**src/rtl/crc_pkg.sv**
```systemverilog
// Shared constants for the CRC burst checker: FSM encoding and the
// ATA UDMA default generator polynomial / preset.
package crc_pkg;

    localparam logic [1:0] ST_IDLE  = 2'd0;
    localparam logic [1:0] ST_ACCUM = 2'd1;
    localparam logic [1:0] ST_DONE  = 2'd2;

    localparam logic [15:0] CRC_POLY_ATA = 16'h1021;
    localparam logic [15:0] CRC_SEED_ATA = 16'h4ABA;

endpackage

```
**src/rtl/crc_step.sv**
```systemverilog
// Combinational one-word CRC step: shifts DW data bits MSB-first through a
// CW-bit register with an implicit x^CW term, no reflection, no final XOR.
module crc_step
    import crc_pkg::*;
#(
    parameter int              DW   = 16,
    parameter int              CW   = 16,
    parameter logic [CW-1:0]   POLY = CRC_POLY_ATA
) (
    input  logic [CW-1:0] C,
    input  logic [DW-1:0] D,
    output logic [CW-1:0] Q
);

    logic [CW-1:0] acc;

    always_comb begin
        acc = C;
        for (int i = DW - 1; i >= 0; i--) begin
            if (acc[CW-1] ^ D[i]) begin
                acc = (acc << 1) ^ POLY;
            end else begin
                acc = acc << 1;
            end
        end
        Q = acc;
    end

endmodule

```
**config.mk**
```make
export PLATFORM = sky130hd
export DESIGN_NAME = crc_step
export DESIGN_NICKNAME = d
export VERILOG_FILES = /design/src/rtl/crc_pkg.sv /design/src/rtl/crc_step.sv
export SDC_FILE = /design/constraint.sdc
export NUM_CORES = 1
export LEC_CHECK = 0
export CORE_MARGIN = 2
export CORE_UTILIZATION = 30
export DETAILED_ROUTE_END_ITERATION = 7
export PLACE_DENSITY = 0.8
export SLEW_MARGIN = 10
export SYNTH_ARGS = -nofsm -noshare
export SYNTH_HDL_FRONTEND = slang
export SYNTH_SLANG_ARGS = --single-unit
```
**constraint.sdc**
```tcl
create_clock -name vclk -period 2.75
set_input_delay 0.825 -clock vclk [all_inputs]
set_output_delay 0.825 -clock vclk [all_outputs]
set_load 0.02 [all_outputs]
```
==> results of run 1 <==
[kinds of logic after synthesis]
kind of cell and Yosys count:
XOR/XNOR 50
[stage by stage]
step                      setup WS, ns   util
after floorplan                 -0.197      -
after global placement           -1.21  0.880
after detailed placement         -1.30  0.880
==> run metrics, run 1 <==
status=did not finish; Failed at=clock tree synthesis; error msg=[ERROR DPL-0038] Utilization greater than 100%, impossible to legalize; Mapped Nets=82; largest family of logic cells by synthesized area=XOR/XNOR gates; leading area contributor after synthesis=xnor2_1; cts hold-fix bufs=0; Starting Density=0.320; top-area cell type share of the netlist area=0.470; synthesized area=559 µm²; die height=47.2 µm; Syn. warnings=0; top cells by count, synth=xnor2_1 (30), xor2_1 (10), xnor3_1 (3); IO Port Bufs=48; xor/xnor share of the synthesized area=1.00; count of cell types in the netlist=8; Final GP Congestion=0.683; count leader, synth=xnor2_1; DPL Wire Length=1.69 mm; num rows=15; Synth Area in Adders=0; mux cell area share after synthesis=0; Top Ports=48; synth top area cells=xnor2_1 (47%), xor2_1 (16%), xnor3_1 (12%); sequential share of the synthesized area=0; Synth Area in Simple Gates=0; syn avg cell area=11.2 µm²; Placed Instances=145; synthesized instance count=50; post-place instance area=1540 µm²; Setup Buffers After CTS=16; post-cts sizing count=187; die width=47.2 µm; Synth Area in Compound Gates=0
==> run 2: changes to the inputs <==
CORE_AREA = 2 2 63 65   (was unset)
CORE_MARGIN = unset   (was 2)
CORE_UTILIZATION = unset   (was 30)
DIE_AREA = 0 0 65 67   (was unset)
PLACE_DENSITY = unset   (was 0.8)
PLACE_DENSITY_LB_ADDON = 0.15   (was unset)
clock period = 3.58 ns   (was 2.75 ns; I/O delays follow)
==> run metrics, run 2 <==
count of cell types in the netlist=8 (unchanged); hold endpoint=Q[12]; Global Route Usage Sum=0.0713; worst hold slack=2.73 ns; DPL Wire Length=1.31 mm (-23%); Mapped Nets=82 (unchanged); wire per inst=8.87 µm; Final GP Congestion=0.625 (-8.5%); WP data arrival=2.49 ns; Residual DRC=0; leading area contributor after synthesis=xnor2_1; Setup WS post-layout=0.0201 ns; first-pass GRT wire length=2.50 mm; cts hold-fix bufs=0 (unchanged); top cells by count, synth=xnor2_1 (30), xor2_1 (10), xnor3_1 (3); die height=67 µm (+42%); minimum clock period=3.56 ns; final antenna-violating net count=0; startpoint types=primary input; PD cells=540 nW/µm²; detailed-router iteration count before antenna repair=2; register area=0 µm²; commonest non-fill, non-tap cell in the layout=buf_4; WS Path Type=in2out; Crit path required time=2.51 ns; final-layout clock buffer total=0; status=completed; vias in the first global route=605; RSZ-0062 raised after global routing=true; core area=3610 µm²; Final nets=159; ANT cells=0; Post-Route WL=1.54 mm; highest metal layer with signal wires=met3; synth top area cells=xnor2_1 (47%), xor2_1 (16%), xnor3_1 (12%); syn avg cell area=11.2 µm² (unchanged); count leader, synth=xnor2_1; fmax=281 MHz; layout cells sized above 1=0.728; Hold Startpoint=D[0]; most frequent cells in the layout=buf_4 (31), xnor2_2 (15), xnor2_1 (12); Final Hold Violating Endpoints=0; synthesized instance count=50 (unchanged); Slew Limit Fails=0; met2 routed WL=846 µm; crit path from=D[15]; sequential cell count=0; CP Max Fanout=2; Setup crit end kind=output port; Final Setup Violations=0; gr ovfl total=0; Slew headroom=0.825; met1 WL=588 µm; fin crit share=0.994; Place WS=-0.859 ns (+0.444 ns); DR iter-0 viols=5; IO Port Bufs=48 (unchanged); Max-Cap Viols=0; worst ir drop on vdd=0.191 mV; leak pwr=0.000705 µW; HP Class=in2out; die width=65 µm (+38%); internal power=410 µW; largest net degree at the start of global routing=4; sequential share of the synthesized area=0 (unchanged); Synth-to-Final Area Change=159%; post-place instance area=1310 µm² (-15%); net load switching power=373 µW; share of power burned in the clock network=0; switching part of the total=0.476; combinational group share of total power=1.000; hold path cells=6; Starting Density=0.155 (-0.165); worst slew pin tran=0.262 ns; area of the die=4360 µm²; num rows=22 (+7); Syn. warnings=0 (unchanged); initial antenna violation count=0; Top Ports=48 (unchanged); total power=783 µW; top-area cell type share of the netlist area=0.470 (unchanged); Flop pwr share=0; design area=1450 µm²; met3 routed WL=101 µm; Filler cells=379; synthesized area=559 µm² (unchanged); vias=593; via-per-instance ratio=3.43
run 2: cell counts after synthesis:
No cell type changed its count.
run 2: area by class of cell:
type,count,area [µm²],area share
multi-input combinational,50,817,0.563
tap,48,60.1,0.0414
timing repair buffer,75,573,0.395
run 2: power by group through the flow:
| stage | Sequential [µW] | Combinational (µW) | Clock [µW] |
|---|---|---|---|
| CTS | 0 | 801 | 0 |
| detailed placement | 0 | 790 | 0 |
| finish | 0 | 783 | 0 |
| global placement | 0 | 791 | 0 |
| global route | 0 | 824 | 0 |
| floorplan | 0 | 443 | 0 |
run 2: per-layer routing:
layer	GRT usage	up-vias
met4	0	0
met1	0.0832	272
met2	0.151	23
met5	0	-
met3	0.00169	0
li1	-	298
run 2: through the flow:
step                      utilization  instances  TNS, ns
after floorplan                     -         50  -0.0450
after global placement          0.363        166   -11.11
after detailed placement        0.363        166   -11.17
after CTS                       0.407        173        0
after global routing            0.402        173  -0.0474
final                           0.402        173        0
run 2: cell families after synthesis:
family and share of synthesized area:
XOR/XNOR 1.00
run 2: how the worst max path moves through the flow:
stage | end | slack, ns | depth (start not counted)
after CTS | Q[13] | 0.0006 | 6
after global placement | Q[8] | -0.83 | 6
final | Q[5] | 0.02 | 7
after detailed placement | Q[15] | -0.86 | 6
after floorplan | Q[8] | -0.02 | 4
after global routing | Q[5] | -0.03 | 7
run 2: timing repair:
item,in CTS,in global routing
pin swaps,28,16
endpoints found under the hold margin,0,0
buffers inserted,7,0
endpoints found under the setup margin,16,13
resized for setup,145,21
run 2: critical path: stages:
cell	delay [ns]
clkdlybuf4s15_2	0.19
xor2_2	0.15
buf_4	0.14
xnor3_1	0.19
xnor3_2	0.44
xnor2_2	0.15
buf_4	0.15
No activity file was read; power rests on OpenSTA's default activity.
